<file path="src/rtl/bcd_seg_pkg.sv">
// bcd_seg_pkg: shared widths and glyph table for the BCD counter.
// Optional build macro BCD_SEG_LZB_EN affects seg blanking only.
package bcd_seg_pkg;

  localparam int BCD_W = 4;
  localparam int SEG_W = 7;

  localparam logic [SEG_W-1:0] SEG_BLANK = 7'h7F;

  // active-low g..a glyphs, entry n is digit n
  localparam logic [9:0][SEG_W-1:0] SEG_GLYPH = {
    7'h10, 7'h00, 7'h78, 7'h02, 7'h12,
    7'h19, 7'h30, 7'h24, 7'h79, 7'h40
  };

endpackage

</file>
<file path="src/rtl/bcd_seg_counter_seg7_dec.sv">
// seg7_dec: one BCD digit to an active-low g..a pattern.
// Combinational only; the caller registers the result.
module seg7_dec
  import bcd_seg_pkg::*;
(
  input  logic [BCD_W-1:0] bcd_i,
  input  logic             blank_i,
  output logic [SEG_W-1:0] seg_o
);

  // glyph lookup, blanked on request or for non-BCD codes
  always_comb begin
    seg_o = SEG_BLANK;
    if (!blank_i && (bcd_i <= 4'd9)) begin
      seg_o = SEG_GLYPH[bcd_i];
    end
  end

endmodule

</file>
<file path="src/rtl/bcd_seg_counter.sv">
// bcd_seg_counter: press counter, cascaded BCD digits, 7-seg drive.
// Define BCD_SEG_LZB_EN to blank leading zero digits on seg.
module bcd_seg_counter
  import bcd_seg_pkg::*;
#(
  parameter int DIGITS      = 4,
  parameter int SYNC_STAGES = 2
) (
  input  logic                      clk,
  input  logic                      rst_n,
  input  logic                      sw_in,
  input  logic                      dn,
  input  logic                      clr,
  output logic [DIGITS*BCD_W-1:0]   bcd,
  output logic [DIGITS*SEG_W-1:0]   seg,
  output logic                      wrap
);

  logic [SYNC_STAGES-1:0]         sync_q;
  logic [SYNC_STAGES-1:0]         sync_d;
  logic                           edge_q;
  logic                           live_q;
  logic                           armed_q;
  logic                           armed_d;
  logic                           inc;

  logic [DIGITS-1:0][BCD_W-1:0]   dig_q;
  logic [DIGITS-1:0][BCD_W-1:0]   dig_d;
  logic                           wrap_q;
  logic                           wrap_d;
  logic                           cy;

  logic [DIGITS-1:0]              blank;
  logic [DIGITS-1:0][SEG_W-1:0]   dec_w;
  logic [DIGITS-1:0][SEG_W-1:0]   seg_q;

  // armed only after a real low sample, so a level high at reset
  // release is never taken as an edge
  always_comb begin
    sync_d  = {sync_q[SYNC_STAGES-2:0], sw_in};
    armed_d = armed_q | (live_q & ~sync_q[0]);
    inc     = sync_q[SYNC_STAGES-1] & ~edge_q & armed_q;
  end

  // synchroniser, edge register and arming flags
  always_ff @(posedge clk or negedge rst_n) begin
    if (!rst_n) begin
      sync_q  <= '0;
      edge_q  <= 1'b0;
      live_q  <= 1'b0;
      armed_q <= 1'b0;
    end else begin
      sync_q  <= sync_d;
      edge_q  <= sync_q[SYNC_STAGES-1];
      live_q  <= 1'b1;
      armed_q <= armed_d;
    end
  end

  // ripple carry/borrow across digits; clear beats a count
  always_comb begin
    dig_d  = dig_q;
    wrap_d = wrap_q;
    cy     = 1'b1;
    if (clr) begin
      dig_d  = '0;
      wrap_d = 1'b0;
    end else if (inc) begin
      for (int k = 0; k < DIGITS; k++) begin
        if (cy) begin
          if (!dn) begin
            if (dig_q[k] == 4'd9) begin
              dig_d[k] = 4'd0;
            end else begin
              dig_d[k] = dig_q[k] + 4'd1;
              cy       = 1'b0;
            end
          end else begin
            if (dig_q[k] == 4'd0) begin
              dig_d[k] = 4'd9;
            end else begin
              dig_d[k] = dig_q[k] - 4'd1;
              cy       = 1'b0;
            end
          end
        end
      end
      if (cy) begin
        wrap_d = 1'b1;
      end
    end
  end

  // count and sticky wrap registers
  always_ff @(posedge clk or negedge rst_n) begin
    if (!rst_n) begin
      dig_q  <= '0;
      wrap_q <= 1'b0;
    end else begin
      dig_q  <= dig_d;
      wrap_q <= wrap_d;
    end
  end

`ifdef BCD_SEG_LZB_EN
  // blank digit k>0 while it and every higher digit are zero
  always_comb begin
    logic hz;
    blank = '0;
    hz    = 1'b1;
    for (int k = DIGITS - 1; k >= 1; k--) begin
      hz       = hz & (dig_q[k] == 4'd0);
      blank[k] = hz;
    end
  end
`else
  // every digit always shows its glyph
  always_comb begin
    blank = '0;
  end
`endif

  for (genvar g = 0; g < DIGITS; g++) begin : g_dec
    seg7_dec u_dec (
      .bcd_i   (dig_q[g]),
      .blank_i (blank[g]),
      .seg_o   (dec_w[g])
    );
  end

  // registered segment drive; reset shows a zero count
  always_ff @(posedge clk or negedge rst_n) begin
    if (!rst_n) begin
      for (int k = 0; k < DIGITS; k++) begin
`ifdef BCD_SEG_LZB_EN
        seg_q[k] <= (k == 0) ? SEG_GLYPH[0] : SEG_BLANK;
`else
        seg_q[k] <= SEG_GLYPH[0];
`endif
      end
    end else begin
      seg_q <= dec_w;
    end
  end

  assign bcd  = dig_q;
  assign seg  = seg_q;
  assign wrap = wrap_q;

endmodule

</file>
<file path="config.mk">
export PLATFORM = sky130hd
export DESIGN_NAME = bcd_seg_counter
export DESIGN_NICKNAME = d
export VERILOG_FILES = /design/src/rtl/bcd_seg_pkg.sv /design/src/rtl/bcd_seg_counter_seg7_dec.sv /design/src/rtl/bcd_seg_counter.sv
export SDC_FILE = /design/constraint.sdc
export NUM_CORES = 1
export LEC_CHECK = 0
export CORE_MARGIN = 10
export CORE_UTILIZATION = 48
export CTS_CLUSTER_DIAMETER = 120
export DETAILED_ROUTE_END_ITERATION = 16
export GPL_TIMING_DRIVEN = 0
export PLACE_DENSITY = 0.76
export SYNTH_ARGS = -nofsm -noshare
export SYNTH_HDL_FRONTEND = slang
export SYNTH_SLANG_ARGS = --single-unit
</file>
<file path="constraint.sdc">
create_clock -name clk -period 2 [get_ports clk]
set_input_delay 0.2 -clock clk [delete_from_list [all_inputs] [get_ports clk]]
set_output_delay 0.2 -clock clk [all_outputs]
set_load 0.03 [all_outputs]
</file>
* After elaboration in Yosys (flattened, before gate mapping)
Memory sizes are Yosys's and may differ from the RTL's. Cells that the tools add are included.
Cells by class: bitwise gates (word level) 6, add/subtract/negate cells 8, magnitude comparators 8, reductions and logical operators 13, eq/ne operators 4, multiplexer cells 51
Operators by type and width (number):
- 2-to-1 mux 4 bit | 15
- 2-to-1 mux 7 bit | 8
- 2-to-1 mux 16 bit | 2
- 2-to-1 mux 1 bit | 26
- less-than comparator 4 x 5 -> 1 bit, second input constant | 4
- adder 4 x 1 -> 4 bit, second input constant | 4
- == test 4 bit, second input constant | 4
- <= comparator 4 bit, second input constant | 4
- logical NOT 4 bit | 4
- subtractor 4 x 1 -> 4 bit, second input constant | 4
- nonzero test 2 bit | 5
- AND reduction 2 bit | 4
- AND 1 bit | 3
- inverter 1 bit | 2
- bitwise OR 1 bit | 1
Word-level totals: output and inout port bits 45, memories 4, input port bits 5, flip-flop bits (word level) 50, ROM bits 448
Memory list:
- (no name shown) | words 16, width 7, rd ports 1, clocked after memory_dff 0, write ports 0, RTL line bcd_seg_counter_seg7_dec.sv:15 | seg_o = SEG_GLYPH[bcd_i];
- (no name shown) | words 16, width 7, rd ports 1, clocked after memory_dff 0, write ports 0, RTL line bcd_seg_counter_seg7_dec.sv:15
- (no name shown) | words 16, width 7, rd ports 1, clocked after memory_dff 0, write ports 0, RTL line bcd_seg_counter_seg7_dec.sv:15
- (no name shown) | words 16, width 7, rd ports 1, clocked after memory_dff 0, write ports 0, RTL line bcd_seg_counter_seg7_dec.sv:15

* Depth between registers and ports, before layout
word-level depth 17, mapped depth 7, mapped depth without buffers 6

* By module
A second synthesis with hierarchy kept.
Unflattened totals: cell total of the unflattened synthesis 327, area, all modules 3148.0 um^2
Modules (own cells, without submodules):
- bcd_seg_counter | times used 1, sequential area each 1256.2 um^2, area each 2307.2 um^2, cells each 211
- seg7_dec | times used 4, sequential area each 0.0 um^2, area each 210.2 um^2, cells each 29

* Least setup slack after synthesis
Ideal clock, no wire load.
path type register -> register, from reg dig_q (netlist bit bcd[0]), to reg dig_q (netlist bit bcd[6]), required time 1922 ps, setup time 78 ps, setup slack -203 ps, arrival 2125 ps, cell stages (with the launch flop) 8, path through dfrtp_1 > clkbuf_1 > inv_1 > ha_1 > nand4bb_1 > a21o_1 > or4_1 > a21oi_1
On the way: word-level cells in the longest chain between the ends 7, elaborated cells between the ends (all ways) 9
Ends and longest elaborated chain:
- start: declaration | RTL line bcd_seg_counter.sv:27 | logic [DIGITS-1:0][BCD_W-1:0] dig_q;
- start signal: assignment | RTL line bcd_seg_counter.sv:100 | dig_q <= dig_d;
- == test 4 bit or logical NOT 4 bit (tied branches) | RTL line bcd_seg_counter.sv:72, bcd_seg_counter.sv:79
- 2-to-1 mux 1 bit (on tied branches) | RTL line bcd_seg_counter.sv:72, bcd_seg_counter.sv:79
- 2-to-1 mux 1 bit (*) | RTL line bcd_seg_counter.sv:71 | if (!dn) begin
- 2-to-1 mux 1 bit (*) | RTL line bcd_seg_counter.sv:68 | end else if (inc) begin
- 2-to-1 mux 1 bit (*) | RTL line bcd_seg_counter.sv:65 | if (clr) begin
- nonzero test 2 bit (no line) (*)
- AND reduction 2 bit (no line) (*)
Mark *: on every way between the ends. The rest lies on a longest branch, timed or not. The select of a mux whose other input is x is not followed. A chain may end at the register's enable or synchronous reset.

* Worst setup path in the final report
Ends and elaborated chain as after synthesis.

==> flow_results.org <==
** Floorplanning
- CORE AREA :: slightly below 6000 um2
- The die covers 9673 um2.
- For this configuration, the core starts out at a cell density of 49.47%.
- Height of the chip :: about 98 um
- In this run the count of I/O pins placed on the die edge is 50.
- The initialized floorplan defines 28 standard-cell rows.
- The die is 98.35 um wide.

** Synth
- Yosys warning total :: 0
- After synthesis, the most frequently instantiated cells are sky130_fd_sc_hd__dfrtp_1, sky130_fd_sc_hd__a21oi_1, sky130_fd_sc_hd__nor2_1.
- The biggest area contributor in the post-synthesis netlist is sky130_fd_sc_hd__dfrtp_1.
- The number of nets in the synthesized netlist is between 300 and 400.
- For this run, the leading register cell type out of synthesis is sky130_fd_sc_hd__dfrtp_1.
- Top cells by area, synth :: sky130_fd_sc_hd__dfrtp_1, sky130_fd_sc_hd__ha_1, sky130_fd_sc_hd__a21oi_1, sky130_fd_sc_hd__nor2_1, sky130_fd_sc_hd__dfstp_2
- The top cell type by area accounts for 39.07% of the synthesized area.
- Counting flops and latches in the post-synthesis netlist gives 50.
- sky130_fd_sc_hd__dfrtp_1 is the most common cell in the netlist.
- After synthesis, the share of flip-flops with an asynchronous set or reset is 100.0%.
- Cell count after synthesis :: 315
- Average instance area after synthesis :: 9.354 um2
- Summing the sequential cell areas from Yosys gives 42.63% of the chip area.
- Mapped cell area :: 2947 um2
- Distinct cell type count after synthesis :: 62
- Number of enable-type register cells in the synthesized netlist :: 0

** Worst setup path
- CP Launch Type :: register
- For this design, the slowest cell found on the critical path is sky130_fd_sc_hd__or4_4.
- For the worst setup path, the data required time is 2.25 ns.
- Crit path kind :: reg2reg
- Signal arrival time at the worst endpoint :: 2.17 ns
- STA classifies the critical path endpoint as a register.
- The largest single stage delay on the critical path is approximately 0.51 ns.
- Along the worst path, the maximum fanout reaches 9.
- Traced cell by cell, the critical path runs through clkbuf_8 > inv_4 > ha_4 > nand4bb_4 > a21o_4 > or4_4 > a21oi_2.
- In this run the register-to-register setup slack is slightly below 0.08 ns.

** Pwr
- Portion of total power attributed to combinational logic :: 30.0%
- Cell area power density :: 643.3 nW/um2
- The internal portion of the total power is ~1.7 mW.
- Sw Pwr :: 0.8191 mW
- The clock network burns 25.2% of the power.
- Leakage power :: 1.632 nW
- VDD sags by at most 0.4400 mV.
- Sequential share of power :: 44.8%
- Fraction of power spent switching nets :: 32.77%

** STA
- Timing would allow up to 0.5201 GHz.
- The tightest hold path in the finished design has a slack of 0.2561 ns.
- The clock arrives with roughly 0.0060 ns of skew.
- The smallest clock period supported by the final layout is computed as roughly 1.9 ns.
- Actual slew at the worst max-slew pin :: 0.5417 ns
- The number of max-slew violations in the final report is 0.
- Number of endpoints failing setup at the final stage :: 0
- Final worst setup slack :: 0.07711 ns
- Dividing the final minimum period by the clock period gives 96.14%.
- Final hold violations :: 0
- The worst pin sits at a relative slew slack of 63.89%.

** Detailed routing
- Total via count in the routed design :: 2701
- Dividing the detail-routed wire length by the instance count gives around 17 um.
- TritonRoute pass-1 iters :: 4
- Detailed Route Iter0 Violations :: 132
- DRT Wirelength :: between 7000 and 8000 um
- The count of nets left with antenna violations once routing finished came out at 0.
- Number of remaining DRC errors :: 0
- Dividing the detail-routed via count by the number of cells gives between 5 and 6.

** Status
- Run status :: complete, no violations

** Placed design
- At the end of routability-driven placement, the weighted congestion stood at 0.8526.
- Port Buffer Count :: 48
- The HPWL after detailed placement is ~5300 um.
- At the placement stage, the worst setup path has a slack of -0.2479 ns.

** Clock network
- The tree built by TritonCTS fans out to 50 sinks.
- Clock-pin slew reported for the worst setup and hold paths after clock tree synthesis :: 0.09 ns
- TritonCTS built the clock tree.
- Number of CTS-inserted buffers :: 5
- The H-tree was split into 2 levels.
- Counting along the longest clock path gives a buffer depth of 2.
- In this run the clock root is driven by a sky130_fd_sc_hd__clkbuf_8.
- Clock insertion delay at the later pin of the skew report :: 0.32 ns

** GRT
- Global routing finished with a remaining overflow of 0.
- First-pass GRT wire length :: about 13000 um
- The initial antenna violation count is 0.
- The via count of the first global-routing pass came to 2711.
- GRT Total Usage :: about 16%
- Largest net degree at the start of global routing :: 36

** Layout
- The post-route netlist has about a fifth of its cells at a drive strength greater than 1.
- The net count of the finished layout is 411.
- The area growth from synthesis to layout is 31.85%.
- Total inserted antenna cells :: 0

** Flow run
- Max_cap viols :: 0

** Min path
- The tightest min-delay check is of the in2reg type.
[worst max-delay path, delay by kind of cell, from the launching register on]
family	cells	cell delay, ns
flip-flops	1	0.42
AND/OR/NAND/NOR	2	0.64
AO/OA/AOI/OAI	2	0.40
buffers and inverters	2	0.23
adder cells (fa/ha/maj)	1	0.16
[layout by cell type, fill, tap and decap left out, types with 4 or more instances in the layout]
cell                               n
sky130_fd_sc_hd__clkdlybuf4s50_1  47
sky130_fd_sc_hd__dfrtp_1          39
sky130_fd_sc_hd__nor2_1           31
sky130_fd_sc_hd__a21oi_1          29
sky130_fd_sc_hd__nand2_1          18
sky130_fd_sc_hd__o21ai_0          16
sky130_fd_sc_hd__buf_4            15
sky130_fd_sc_hd__ha_1             14
sky130_fd_sc_hd__inv_1            12
sky130_fd_sc_hd__clkbuf_1         10
sky130_fd_sc_hd__nor3_1           10
sky130_fd_sc_hd__a31oi_1           9
sky130_fd_sc_hd__a211oi_1          9
sky130_fd_sc_hd__clkbuf_8          7
sky130_fd_sc_hd__dfrtp_2           7
sky130_fd_sc_hd__buf_2             6
sky130_fd_sc_hd__nand2b_1          6
sky130_fd_sc_hd__a311oi_1          5
sky130_fd_sc_hd__inv_2             4
sky130_fd_sc_hd__and4bb_2          4
sky130_fd_sc_hd__ha_4              4
sky130_fd_sc_hd__dfstp_2           4
[per-layer routing]
layer / track usage, % / vias up / part of all wire, % / routed length, um
li1: - / 1294 / - / -
met1: 18.05 / 1321 / 42 / 3256
met2: 26.78 / 78 / 49 / 3819
met3: 5.426 / 8 / 7.5 / 582
met4: 5.292 / 0 / 1.3 / 97
met5: 0 / - / 0 / 0
[flip-flops by register name, summed over array words and instances, names as in the netlist]
| name | flops |
|---|---|
| armed_q | 1 |
| bcd | 16 |
| edge_q | 1 |
| live_q | 1 |
| seg | 28 |
| sync_q | 2 |
| wrap | 1 |
[path summary, 6_finish.rpt]
kind                           start   endpoint  depth (start not counted)
setup / recovery              bcd[0]     bcd[6]                          7
hold / removal                   clr     bcd[7]                          2
setup reg to reg              bcd[0]     bcd[6]                          7
hold reg to reg            sync_q[0]  sync_q[1]                          0
max in group asynchronous      rst_n    seg[13]                          3
min in group asynchronous      rst_n    seg[19]                          2
[repair_timing]
item                                    4_1_cts  5_1_grt
hold endpoints to repair                     13        0
hold buffers                                  1        0
pin swaps                                     0        3
endpoints found under the setup margin        3       13
gates resized for setup                      12       21
buffers inserted                              7        7
[power by group through the flow]
stage,clock network (mW),logic (mW),registers (mW)
2_1_floorplan,0,0.307,1.27
3_3_place_gp,0,0.664,1.14
3_5_place_dp,0,0.678,1.14
4_1_cts,0.644,0.717,1.12
5_1_grt,0.681,0.814,1.13
6_report,0.631,0.749,1.12
[per-stage QoR]
step | TNS (ns) | cells | cell area (um2) | utilization (%) | power, mW
final | 0 | 462 | 3885 | 65.23 | 2.499
after global routing | -0.005678 | 462 | 3885 | 65.23 | 2.624
after CTS | 0 | 455 | 3781 | 63.49 | 2.479
after detailed placement | -2.348 | 439 | 3587 | 60.23 | 1.823
after global placement | -34.23 | 438 | 3572 | 59.98 | 1.806
after floorplan | 0 | 315 | 2998 | - | 1.577
[layout make-up]
cell class              count  area, um2
repair buffers             64      610.6
multi-input cells         225       1642
flip-flops and latches     50       1265
fillers                   499       2071
plain buffers              19      97.59
well taps                  75      93.84
clock buffers               8      90.09
inverters                  21      86.33
[logic make-up (layout without fill, tap and decap cells)]
family	count (synthesis)	in the layout	share of synthesized area [%]
adders and majority gates	20	20	8.493
other	1	1	0.1273
AOI/OAI and AO/OA	104	104	23.52
muxes	4	4	1.401
DFF	50	50	42.63
xor gates and xnor gates	3	3	0.8919
and+or+nand+nor	93	93	17.50
buffers and inverters	40	112	5.435
Power figures use the tool's default switching activity.
